File: config.mk
export PLATFORM = sky130hd
export DESIGN_NAME = serial_instr_rx_flat
export DESIGN_NICKNAME = d
export VERILOG_FILES = /design/src/rtl/serial_instr_rx_pkg.sv /design/src/rtl/serial_instr_rx_if.sv /design/src/rtl/serial_instr_rx_bit_sync_edge.sv /design/src/rtl/serial_instr_rx.sv /design/src/flat_wrapper.sv
export SDC_FILE = /design/constraint.sdc
export NUM_CORES = 1
export LEC_CHECK = 0
export ABC_AREA = 1
export CAP_MARGIN = 25
export CORE_UTILIZATION = 50
export CTS_BUF_LIST = sky130_fd_sc_hd__clkbuf_4
export DETAILED_ROUTE_END_ITERATION = 8
export GPL_TIMING_DRIVEN = 0
export HOLD_SLACK_MARGIN = 0.05
export PLACE_DENSITY = 0.7
export RECOVER_POWER = 25
export SLEW_MARGIN = 20
export SYNTH_ARGS = -nofsm -noshare
export SYNTH_HDL_FRONTEND = slang
export SYNTH_SLANG_ARGS = --single-unit
File: constraint.sdc
create_clock -name clk -period 2 [get_ports clk]
set_clock_uncertainty 0.2 [all_clocks]
set_input_delay 0.2 -clock clk [delete_from_list [all_inputs] [get_ports clk]]
set_output_delay 0.2 -clock clk [all_outputs]
set_load 0.01 [all_outputs]
File: src/rtl/serial_instr_rx_pkg.sv
// Shared types and constants for the MBED serial instruction receiver.
// Imported by the interface, the synchroniser and the receiver top.
package serial_instr_pkg;

    localparam int INSTR_WIDTH_DEFAULT = 11;
    localparam int SYNC_STAGES_DEFAULT = 2;

    typedef enum logic {
        IDLE  = 1'b0,
        SHIFT = 1'b1
    } rx_state_t;

    // Width needed to count 0..w received bits.
    function automatic int cnt_width(input int w);
        return $clog2(w + 1);
    endfunction

endpackage

File: src/rtl/serial_instr_rx_if.sv
// Valid/ready instruction channel between the receiver and the
// servo command decoder.
interface serial_instr_rx_if
    import serial_instr_pkg::*;
#(
    parameter int WIDTH = INSTR_WIDTH_DEFAULT
) ();

    logic [WIDTH-1:0] instruction;
    logic             instr_valid;
    logic             instr_ready;

    modport master (
        output instruction,
        output instr_valid,
        input  instr_ready
    );

    modport slave (
        input  instruction,
        input  instr_valid,
        output instr_ready
    );

endinterface

File: src/rtl/serial_instr_rx_bit_sync_edge.sv
// Multi-flop synchroniser with a registered level and optional rising edge.
// Level and edge outputs describe the same synchronised sample.
module bit_sync_edge #(
    parameter int STAGES  = 2,
    parameter bit EDGE_EN = 1'b1
) (
    input  logic clk,
    input  logic reset,
    input  logic d,
    output logic q,
    output logic rise
);

    logic [STAGES-1:0] sync;

    // Synchroniser chain, one extra register for edge detection.
    always_ff @(posedge clk or posedge reset) begin
        if (reset) begin
            sync <= '0;
            q    <= 1'b0;
            rise <= 1'b0;
        end else begin
            sync <= {sync[STAGES-2:0], d};
            q    <= sync[STAGES-1];
            rise <= EDGE_EN & sync[STAGES-1] & ~q;
        end
    end

endmodule

File: src/rtl/serial_instr_rx.sv
// Bit-serial instruction receiver: assembles WIDTH-bit frames from the
// MBED set/confirm lines and offers them over a valid/ready channel.
module serial_instr_rx
    import serial_instr_pkg::*;
#(
    parameter int WIDTH          = INSTR_WIDTH_DEFAULT,
    parameter int SYNC_STAGES    = SYNC_STAGES_DEFAULT,
    parameter int TIMEOUT_CYCLES = 50000,
    parameter bit MSB_FIRST      = 1'b1
) (
    input  logic                        clk,
    input  logic                        reset,
    input  logic                        enable,
    input  logic                        set_bit,
    input  logic                        confirm_bit,
    input  logic                        clear,
    serial_instr_rx_if.master           io,
    output logic                        busy,
    output logic [cnt_width(WIDTH)-1:0] bit_count,
    output logic                        timeout_err,
    output logic                        overrun_err
);

    localparam int CW = cnt_width(WIDTH);
    localparam int TW = $clog2(TIMEOUT_CYCLES + 2);

    logic             data_bit;
    logic             cedge;
    logic             sdata_rise_unused;

    rx_state_t        state_q, state_d;
    logic [CW-1:0]    cnt_q, cnt_d;
    logic [WIDTH-1:0] shreg_q, shreg_d;
    logic [WIDTH-1:0] instr_q, instr_d;
    logic [TW-1:0]    tcnt_q, tcnt_d;
    logic             valid_q, valid_d;
    logic             ovr_q, ovr_d;
    logic             tout_q, tout_d;

    logic             accept;
    logic             last;
    logic             xfer;
    logic [WIDTH-1:0] shifted;

    bit_sync_edge #(
        .STAGES  (SYNC_STAGES),
        .EDGE_EN (1'b1)
    ) u_sync_confirm (
        .clk   (clk),
        .reset (reset),
        .d     (confirm_bit),
        .q     (),
        .rise  (cedge)
    );

    bit_sync_edge #(
        .STAGES  (SYNC_STAGES),
        .EDGE_EN (1'b0)
    ) u_sync_data (
        .clk   (clk),
        .reset (reset),
        .d     (set_bit),
        .q     (data_bit),
        .rise  (sdata_rise_unused)
    );

    assign accept  = cedge & enable & ~clear;
    assign last    = (cnt_q == CW'(WIDTH - 1));
    assign xfer    = valid_q & io.instr_ready;
    assign shifted = MSB_FIRST ? {shreg_q[WIDTH-2:0], data_bit}
                               : {data_bit, shreg_q[WIDTH-1:1]};

    // Next-state: clear, then accepted bit, then timeout.
    always_comb begin
        state_d = state_q;
        cnt_d   = cnt_q;
        shreg_d = shreg_q;
        tcnt_d  = tcnt_q;
        instr_d = instr_q;
        valid_d = valid_q & ~xfer;
        ovr_d   = ovr_q;
        tout_d  = 1'b0;
        if (clear) begin
            state_d = IDLE;
            cnt_d   = '0;
            tcnt_d  = '0;
            valid_d = 1'b0;
            ovr_d   = 1'b0;
        end else if (accept) begin
            shreg_d = shifted;
            tcnt_d  = '0;
            if (last) begin
                state_d = IDLE;
                cnt_d   = '0;
                if (!valid_q || xfer) begin
                    instr_d = shifted;
                    valid_d = 1'b1;
                end else begin
                    ovr_d = 1'b1;
                end
            end else begin
                state_d = SHIFT;
                cnt_d   = cnt_q + 1'b1;
            end
        end else if (state_q == SHIFT && TIMEOUT_CYCLES != 0) begin
            if (tcnt_q == TW'(TIMEOUT_CYCLES)) begin
                state_d = IDLE;
                cnt_d   = '0;
                tcnt_d  = '0;
                tout_d  = 1'b1;
            end else begin
                tcnt_d = tcnt_q + 1'b1;
            end
        end
    end

    // State and datapath registers.
    always_ff @(posedge clk or posedge reset) begin
        if (reset) begin
            state_q <= IDLE;
            cnt_q   <= '0;
            shreg_q <= '0;
            tcnt_q  <= '0;
            instr_q <= '0;
            valid_q <= 1'b0;
            ovr_q   <= 1'b0;
            tout_q  <= 1'b0;
        end else begin
            state_q <= state_d;
            cnt_q   <= cnt_d;
            shreg_q <= shreg_d;
            tcnt_q  <= tcnt_d;
            instr_q <= instr_d;
            valid_q <= valid_d;
            ovr_q   <= ovr_d;
            tout_q  <= tout_d;
        end
    end

    assign io.instruction = instr_q;
    assign io.instr_valid = valid_q;
    assign busy           = (cnt_q != '0);
    assign bit_count      = cnt_q;
    assign timeout_err    = tout_q;
    assign overrun_err    = ovr_q;

endmodule
File: src/flat_wrapper.sv
// flat-port wrapper written by rule: the top's interface ports become plain ports
module serial_instr_rx_flat import serial_instr_pkg::*;
#(
    parameter int WIDTH          = INSTR_WIDTH_DEFAULT,
    parameter int SYNC_STAGES    = SYNC_STAGES_DEFAULT,
    parameter int TIMEOUT_CYCLES = 50000,
    parameter bit MSB_FIRST      = 1'b1
)
  (clk, reset, enable, set_bit, confirm_bit, clear, busy, bit_count, timeout_err, overrun_err, io_instruction, io_instr_valid, io_instr_ready);
  serial_instr_rx_if #(.WIDTH(WIDTH)) io_i ();
  input  logic clk;
  input  logic reset;
  input  logic enable;
  input  logic set_bit;
  input  logic confirm_bit;
  input  logic clear;
  output logic busy;
  output logic [cnt_width(WIDTH)-1:0] bit_count;
  output logic timeout_err;
  output logic overrun_err;
  output wire logic [$bits(io_i.instruction)-1:0] io_instruction;
  output wire logic [$bits(io_i.instr_valid)-1:0] io_instr_valid;
  input wire logic [$bits(io_i.instr_ready)-1:0] io_instr_ready;
  assign io_instruction = io_i.instruction;
  assign io_instr_valid = io_i.instr_valid;
  assign io_i.instr_ready = io_instr_ready;
  serial_instr_rx #(.WIDTH(WIDTH), .SYNC_STAGES(SYNC_STAGES), .TIMEOUT_CYCLES(TIMEOUT_CYCLES), .MSB_FIRST(MSB_FIRST)) u_core (.clk(clk), .reset(reset), .enable(enable), .set_bit(set_bit), .confirm_bit(confirm_bit), .clear(clear), .io(io_i), .busy(busy), .bit_count(bit_count), .timeout_err(timeout_err), .overrun_err(overrun_err));
endmodule
==> metrics.md <==
| Metric | Value |
|---|---|
| Final period utilization | 91.4% |
| Worst-case reg-to-reg path depth | 9 |
| Placer's final routability congestion estimate | 0.922 |
| Row count | 25 |
| Synth top area share | a little over half |
| Core Util, Final | 61.9% |
| Ys async rst share | 100% |
| Gr usage total | around a fifth |
| Count of cell types in the netlist | 25 |
| Area Overhead vs Synth | 19.1% |
| RSZ-0062 raised after global routing | false |
| R2R Setup Slk | 0.25 ns |
| Chip Width | 72.3 µm |
| Max-slew headroom | 64.9% |
| Die footprint | 5230 µm² |
| Critical Path AT | 1.43 ns |
| Core ar. | about 4800 µm² |
| FMAX | between 0.5 and 0.6 GHz |
| Antenna violations before repair | 0 |
| Predominant post-synthesis flop cell | dfrtp_1 |
| CP Class | reg2out |
| Die H | 72.3 µm |
| Post-DP HPWL | 3.43 mm |
| Worst Max-Slew Pin Slew | 0.526 ns |
| Routed len/inst | approximately 12 µm |
| Min-delay worst type | reg2reg |
| Pwr Density | 641 nW/µm² |
| Worst min-delay path endpoint | u_core.u_sync_data.sync[1]$_DFF_PP0_ |
| Peak supply drop | 0.346 mV |
| Ant diodes | 0 |
| CTS max path bufs | 2 |
| Clock sink count | 52 |
| Largest net degree at the start of global routing | 30 |
| Hold Crit Depth | 0 |
| Layout cells sized above 1 | 11.9% |
| Reg-to-Reg Start | u_core.tcnt_q[0]$_DFFE_PP0P_ |
| Layout net count | ~330 |
| EDFF count, synth | 0 |
| Vias | roughly 1,900 |
| Number of global-route vias before repair | 1,789 |
| Post-DP Area | 2830 µm² |
| Drt first-iter violations | 87 |
| DRT Pass-1 Iters | 4 |
| Register area share after synthesis | 52.6% |
| Syn Inst Count | approximately 280 |
| Tmin final | 1.83 ns |
| Final Setup Violations | 0 |
| Worst-path fanout max | 5 |
| Post-Route WL | around 4.7 mm |
| Max_cap viols | 0 |
| Final Max Tran Viols | 0 |
| Status | finished, final reports clean |
| Crit. End Element | output port |
| ANT nets after route | 0 |
| Synthesized area | about 2500 µm² |
| DRC viols | 0 |
| CTS tree | done |
| Syn avg cell area | 8.86 µm² |
| Required @ worst endpoint | 1.60 ns |
| Skew-Pair Late Insertion Delay | approximately 0.37 ns |
| Area leader, netlist | dfrtp_1 |
| CTS root buffer | clkbuf_4 |
| Fin area | 2950 µm² |
| FF+latch count, synth | 52 |
| Num CTS Buffers | 5 |
| Hold Crit Start | u_core.u_sync_data.sync[0]$_DFF_PP0_ |
| # fillers | approximately 450 |
| IO Port Bufs | 25 |
| Most frequent cells after synthesis | 65 x nand2_1, 52 x dfrtp_1, 38 x inv_1 |
| CP startpoint kind | register |
| Top-count cell post-synth | nand2_1 |
| I/O pins | 26 |
| Clock transition at the registers of the reported paths | around 0.15 ns |
| Post-Syn Nets | slightly below 300 |
| R2r endpoint | u_core.tcnt_q[3]$_DFFE_PP0P_ |
| First-pass GRT wire length | approximately 8.2 mm |
| Final hold vios | 0 |
| Gr ovfl total | 0 |
| Vias per cell | 4.96 |
| LEAKAGE | between 1 and 1.5 nW |
| YS warnings | 0 |
| Initial Utilization | 52.0% |
| Max H-tree Level | 2 |
| Top post-synthesis cells by area | dfrtp_1 53%, nand2_1 9.9%, inv_1 5.8% |
| Setup TNS | 0 ns |
## registers in the layout (all words and copies together), names as in the netlist, 2 cells and up
name / count
u_core.tcnt_q: 16
u_core.u_sync_confirm.sync: 2
u_core.bit_count: 4
u_core.io.instruction: 11
u_core.u_sync_data.sync: 2
u_core.shreg_q: 10
## critical path, cell delays in order, from the launching register on
cell,delay (ns)
dfrtp_2,0.44
buf_4,0.15
clkdlybuf4s50_1,0.47
## cell type report
class / count / area, µm² / share of cell area [%]
sequential: 52 / 1300 / 44.3
timing repair buffer: 31 / 314 / 10.7
clock inverter: 2 / 38.8 / 1.32
inverter: 41 / 154 / 5.23
tap: 67 / 83.8 / 2.85
clock buffer: 6 / 45.0 / 1.53
buffer: 4 / 18.8 / 0.637
multi-input combinational: 182 / 987 / 33.5
## placed cells by master, fill, tap and decap left out, drive strengths merged
master,n
bufinv,1
buf,5
nand2,73
o22ai,5
xor2,6
mux2,1
nor3,5
dlygate4sd2,1
a21oi,4
nor2,21
xnor2,2
nand3,23
nand4,5
dfrtp,52
ha,5
o21ai,32
dlygate4sd3,6
inv,42
clkdlybuf4s50,21
clkbuf,8
## worst max-delay path by stage
stage                                         start  slack (ns)                               to
floorplan                                     reset        0.34  u_core.bit_count[0]$_DFFE_PP0P_
global placement                              reset       -0.64    u_core.tcnt_q[15]$_DFFE_PP0P_
detailed placement                            clear        0.13    u_core.tcnt_q[12]$_DFFE_PP0P_
CTS                 u_core.bit_count[0]$_DFFE_PP0P_        0.15                     bit_count[0]
global route           u_core.tcnt_q[0]$_DFFE_PP0P_        0.09     u_core.tcnt_q[6]$_DFFE_PP0P_
finish              u_core.bit_count[1]$_DFFE_PP0P_        0.17                     bit_count[1]
## cell families (layout without fill, tap and decap cells)
family | count (synthesis) | in the layout | synth area share [%]
flops | 52 | 52 | 52.6
mux | 1 | 1 | 0.455
buf+inv | 45 | 84 | 7.03
simple gates | 127 | 127 | 25.8
xor+xnor | 8 | 8 | 2.83
compound gates | 41 | 41 | 8.70
fa+ha+maj | 5 | 5 | 2.53
## stage by stage
stage	setup WS, ns	cells	total power, mW	hold slack [ns]
2_1_floorplan	0.342	279	1.23	0.0314
3_3_place_gp	-0.635	371	1.28	0.132
3_5_place_dp	0.132	372	1.29	0.136
4_1_cts	0.147	385	1.92	0.168
5_1_grt	0.0856	385	1.99	0.181
6_report	0.171	385	1.89	0.164
## metal layers
| layer | share of wire, % | vias up | global-route usage (%) |
|---|---|---|---|
| met1 | 50 | 893 | 28.9 |
| met4 | 1.7 | 0 | 8.28 |
| met3 | 3.7 | 7 | 4.17 |
| met2 | 44 | 42 | 31.4 |
| li1 | - | 966 | - |
| met5 | 0 | - | 0 |
## what timing repair did
item,4_1_cts,5_1_grt
endpoints found under the hold margin,25,0
gates resized for setup,3,0
hold buffers,3,0
setup buffers,2,0
setup endpoints to repair,1,0
## where the power goes
group          switching [mW]  internal, mW
registers              0.0247          1.10
clock network           0.336         0.283
logic                  0.0896        0.0509
total                   0.451          1.44
(Power assumes the default switching activity.)
==> variant 1 (same settings) <==
`TIMEOUT_CYCLES` is set to 50000 in 2 places; all go to 100000.
--- a/src/rtl/serial_instr_rx.sv
+++ b/src/rtl/serial_instr_rx.sv
@@ -5,7 +5,7 @@
 #(
     parameter int WIDTH          = INSTR_WIDTH_DEFAULT,
     parameter int SYNC_STAGES    = SYNC_STAGES_DEFAULT,
-    parameter int TIMEOUT_CYCLES = 50000,
+    parameter int TIMEOUT_CYCLES = 100000,
     parameter bit MSB_FIRST      = 1'b1
 ) (
     input  logic                        clk,
--- a/src/flat_wrapper.sv
+++ b/src/flat_wrapper.sv
@@ -3,7 +3,7 @@
 #(
     parameter int WIDTH          = INSTR_WIDTH_DEFAULT,
     parameter int SYNC_STAGES    = SYNC_STAGES_DEFAULT,
-    parameter int TIMEOUT_CYCLES = 50000,
+    parameter int TIMEOUT_CYCLES = 100000,
     parameter bit MSB_FIRST      = 1'b1
 )
   (clk, reset, enable, set_bit, confirm_bit, clear, busy, bit_count, timeout_err, overrun_err, io_instruction, io_instr_valid, io_instr_ready);
Function: same outputs for any inputs over 10 cycles, from zero or initial values and one cycle with reset high; that may be too few to reach the edited logic, so the function may still have changed.
==> variant 1 against the unedited design <==
Synthesized area increased by 3.5%; wire length increased by 5.5%; setup slack got worse by 0.025 ns; via count increased by 7.1%; global-route usage decreased by 0.25 points; critical path type unchanged; register-to-register slack got worse by 0.02 ns; critical path depth decreased by 1; cell area increased by 2.4%; sequential cell count increased by 1; largest cell class unchanged; power decreased by 6.2%; non-clock buffer count increased by 3.
==> variant 1: results (changes against the unedited design) <==
| Metric | Value |
|---|---|
| Met1 Track Usage GR | `25.7% (-3.2 points)` |
| Placer congestion estimate | `0.862 (-6.5%)` |
| Max reg flops | `17 (+1)` |
| Synthesized area per cell | `8.15 µm² (-8.0%)` |
| Metal3 WL | `130 µm (-25%)` |
| Worst Setup SP | `u_core.bit_count[2]` |
| Commonest cells in the netlist | `nand2_1 (97), dfrtp_1 (53), inv_1 (39), nand3_1 (24)` |
| Critical path arrival | `1.45 ns (+0.02 ns)` |
| Dpl cells | `407 (+9.4%)` |
| Worst setup path endpoint | `bit_count[2]` |
| Place WS | `0.0690 ns (-0.0631 ns)` |
| Final Instance Count excl. Fillers | `420 (+9.1%)` |
| Max incr delay on CP | `0.59 ns (+0.12 ns)` |
| Mux share of post-synthesis cell area | `0% (-0.46 points)` |
| Compound-Gate Fraction of Synth Area | `7.28% (-1.4 points)` |
| Min Hold Slack | `0.172 ns (+0.00766 ns)` |
| Net switching share of the total power | `25.8% (+1.9 points)` |
| Hold path endpoint | `u_core.u_sync_confirm.sync[1]` |
| Largest cells by area after synthesis | `dfrtp_1 (52%), nand2_1 (14%), inv_1 (5.7%)` |
| Post-Synth XOR/XNOR Area | `2.74% (-0.097 points)` |
| Max-slew headroom | `41.2% (-24 points)` |
| FF-to-FF End | `u_core.io.instruction[3]` |
| Ratio of cells with drive above 1 in the final layout | `9.63% (-2.3 points)` |
| Outcome | `finished, final reports clean` |
| Yosys cell types | `24 (-4.0%)` |
| Start of the worst register-to-register path | `u_core.bit_count[0]` |
| Routed wl met2 | `2.42 mm (+16%)` |
| Fmax | `0.540 GHz (-1.3%)` |
| Post-DP HPWL | `3.62 mm (+5.8%)` |
| # nets final | `364 (+11%)` |
| Hold Startpoint | `u_core.u_sync_confirm.sync[0]` |
| Reg2Reg Depth | `8 (-1)` |
| Leak Pwr | `1.41 nW (+7.9%)` |
| Clock Power | `0.482 mW (-22%)` |
| Sequential-to-total area share from yosys stat | `51.8% (-0.82 points)` |
| Met1 Wirelength | `2.34 mm (-0.64%)` |
| Vias per std cell | `4.86 (-1.8%)` |
| Int Power | `1.31 mW (-8.5%)` |
| Post-DR wirelength/cell | `11.8 µm (-3.3%)` |
| Global-route wire length before repair | `8.42 mm (+3.0%)` |
| IR drop worst, VDD | `0.432 mV (+25%)` |
| Met3 Use GR | `4.12% (-0.051 points)` |
| Vias in the first global route | `1,925 (+7.6%)` |
| FF-to-FF setup slack | `0.23 ns (-0.02 ns)` |
[variant 1: layout make-up]
class / count / area, µm²
Buffer: 7 / 45.0
Clock buffer: 5 / 37.5
Clock inverter: 3 / 21.3
Fill cell: 471 / 1800
Inverter: 42 / 158
Multi-Input combinational cell: 212 / 1030
Sequential cell: 53 / 1330
Tap cell: 67 / 83.8
Timing Repair Buffer: 31 / 314
[variant 1: repair_timing]
action,4_1_cts,5_1_grt
hold buffers,2,1
resized for setup,2,0
setup buffers,2,0
setup endpoints to repair,1,0
hold endpoints to repair,23,1
[variant 1: metrics by stage]
stage                     util, %  cell area [µm²]
after floorplan                 -             2560
after global placement       60.1             2890
after detailed placement     60.5             2910
after CTS                    62.4             3010
after global routing         62.6             3020
final                        62.6             3020
[variant 1: cell families (layout without fill, tap and decap cells)]
logic type | Yosys count | after routing
adders and majority gates | 5 | 5
xor gates and xnor gates | 8 | 8
AOI/OAI and AO/OA | 36 | 36
buffers and inverters | 49 | 88
and+or+nand+nor | 163 | 163
DFF | 53 | 53
==> variant 2 (same settings) <==
Made on the original files. Add an input register stage for `confirm_bit`, with the module's reset; this delays it by one clock. The other inputs are not delayed to match.
--- a/src/rtl/serial_instr_rx.sv
+++ b/src/rtl/serial_instr_rx.sv
@@ -24,6 +24,16 @@
     localparam int CW = cnt_width(WIDTH);
     localparam int TW = $clog2(TIMEOUT_CYCLES + 2);
 
+    logic confirm_bit_q;
+
+    always_ff @(posedge clk or posedge reset) begin
+        if (reset) begin
+            confirm_bit_q <= '0;
+        end else begin
+            confirm_bit_q <= confirm_bit;
+        end
+    end
+
     logic             data_bit;
     logic             cedge;
     logic             sdata_rise_unused;
@@ -48,7 +58,7 @@
     ) u_sync_confirm (
         .clk   (clk),
         .reset (reset),
-        .d     (confirm_bit),
+        .d     (confirm_bit_q),
         .q     (),
         .rise  (cedge)
     );
Behaviour: not the same (Yosys sat finds a counterexample within 10 cycles, from zero or initial values and one cycle with reset high).
==> variant 2 against the unedited design <==
Setup slack gained 0.0036 ns; final cell count shrank 6.5%; synthesized area shrank 1.7%; hold slack improved by 0.0061 ns; cell area down 2.6%; wire length shrank 8.7%; sequential cell count grew 1; power about the same; die area shrank 1.6%; non-clock buffer count shrank 2; synthesized cell count down 3.6%; largest cell class unchanged; largest power group unchanged; highest routed layer unchanged.
==> variant 2: results (changes against the unedited design) <==
| Metric | Value |
|---|---|
| Syn Nets | `281 (-3.4%)` |
| # nets final | `317 (-3.6%)` |
| First-pass DRT Iterations | `4 (unchanged)` |
| Final Instance Count excl. Fillers | `360 (-6.5%)` |
| Vias per std cell | `5.10 (+2.9%)` |
| Clk network pwr share | `32.3% (-0.5 points)` |
| Yosys cell types | `31 (+24%)` |
| Hold Startpoint | `u_core.u_sync_data.sync[1]` |
| All-Layer GR Usage | `19.2% (-1.4 points)` |
| Metal3 WL | `120 µm (-31%)` |
| M2 GR Usage | `32.2% (+0.82 points)` |
| Vias in the first global route | `1,803 (+0.78%)` |
| Commonest cells in the netlist | `nand2_1 (60), dfrtp_1 (53), inv_1 (37), o21ai_0 (25), nand3_1 (12)` |
| Max-slew headroom | `29.8% (-35 points)` |
| Worst Setup SP | `u_core.bit_count[0]` |
| Port bufs | `25 (unchanged)` |
| Synthesized area per cell | `9.04 µm² (+2.0%)` |
| Global-route wire length before repair | `7.75 mm (-5.2%)` |
| Dpl cells | `348 (-6.5%)` |
| Place WS | `0.0511 ns (-0.0810 ns)` |
| Clk root buf | `clkbuf_4` |
| Met1 Track Usage GR | `25.0% (-3.9 points)` |
| Ratio of cells with drive above 1 in the final layout | `13.4% (+1.4 points)` |
| Sequential-to-total area share from yosys stat | `54.6% (+1.9 points)` |
| CP max FO | `5 (unchanged)` |
| Largest net degree at the start of global routing | `54 (+80%)` |
| Post-DR wirelength/cell | `11.9 µm (-2.4%)` |
| IR drop worst, VDD | `0.346 mV (about the same)` |
| Max reg flops | `16 (unchanged)` |
| Met3 Use GR | `4.64% (+0.47 points)` |
| Outcome | `finished, final reports clean` |
| Met1 Wirelength | `2.16 mm (-8.3%)` |
| Routed wl met2 | `1.95 mm (-6.1%)` |
| Initial drt markers | `96 (+10%)` |
| Int Power | `1.43 mW (-0.19%)` |
| Reg clk slew, reported paths | `0.15 ns (about the same)` |
| Largest cells by area after synthesis | `dfrtp_1 (55%), nand2_1 (9.3%), inv_1 (5.7%)` |
| EDFF count, synth | `0 (unchanged)` |
| Placer congestion estimate | `0.753 (-18%)` |
| Post-DP HPWL | `2.96 mm (-14%)` |
| Num CTS Buffers | `5 (unchanged)` |
| Top layer in use | `met4` |
| Leak Pwr | `1.28 nW (-2.0%)` |
==> variant 2: layout make-up <==
| cell class | count | area, µm² |
|---|---|---|
| tap | 54 | 67.6 |
| fill | 419 | 1820 |
| clock inverter | 3 | 46.3 |
| timing repair buffer | 29 | 284 |
| buffer | 4 | 18.8 |
| multi-input combinational | 172 | 936 |
| sequential | 53 | 1330 |
| inverter | 40 | 150 |
| clock buffer | 5 | 37.5 |
==> variant 2: metrics by stage <==
step	cell area [µm²]	power (mW)
2_1_floorplan	2430	1.25
3_3_place_gp	2750	1.29
3_5_place_dp	2750	1.30
4_1_cts	2860	1.91
5_1_grt	2870	1.98
6_report	2870	1.89
==> variant 2: worst max-delay path, cell delays in order, from the launching register on <==
cell and delay (ns):
dfrtp_1 0.39, buf_4 0.14, clkdlybuf4s50_1 0.53
==> variant 2: worst paths after layout <==
check	to	slack, ns	cells past startpoint
worst min register to register	u_core.u_sync_data.q	0.17	0
worst max-delay path	bit_count[0]	0.18	2
min in group asynchronous	u_core.io.instruction[6]	0.32	2
worst max register to register	u_core.io.instruction[10]	0.31	8
worst min-delay path	u_core.u_sync_data.q	0.17	0
max in group asynchronous	u_core.bit_count[1]	0.57	2
==> variant 2: logic make-up (layout without fill, tap and decap cells) <==
logic type                 after synthesis  in the layout  share of synthesized area [%]
and+or+nand+nor                        113            113                           22.6
adders and majority gates                5              5                           2.57
xor gates and xnor gates                 7              7                           2.52
DFF                                     53             53                           54.6
buffers and inverters                   44             81                           6.95
AOI/OAI and AO/OA                       46             46                           10.3
muxes                                    1              1                          0.463
==> variant 2: timing repair <==
item                       in CTS  in global routing
hold endpoints to repair        1                  1
gates resized for setup         2                  0
setup endpoints to repair       1                  0
buffers inserted                2                  0
hold buffers                    1                  1
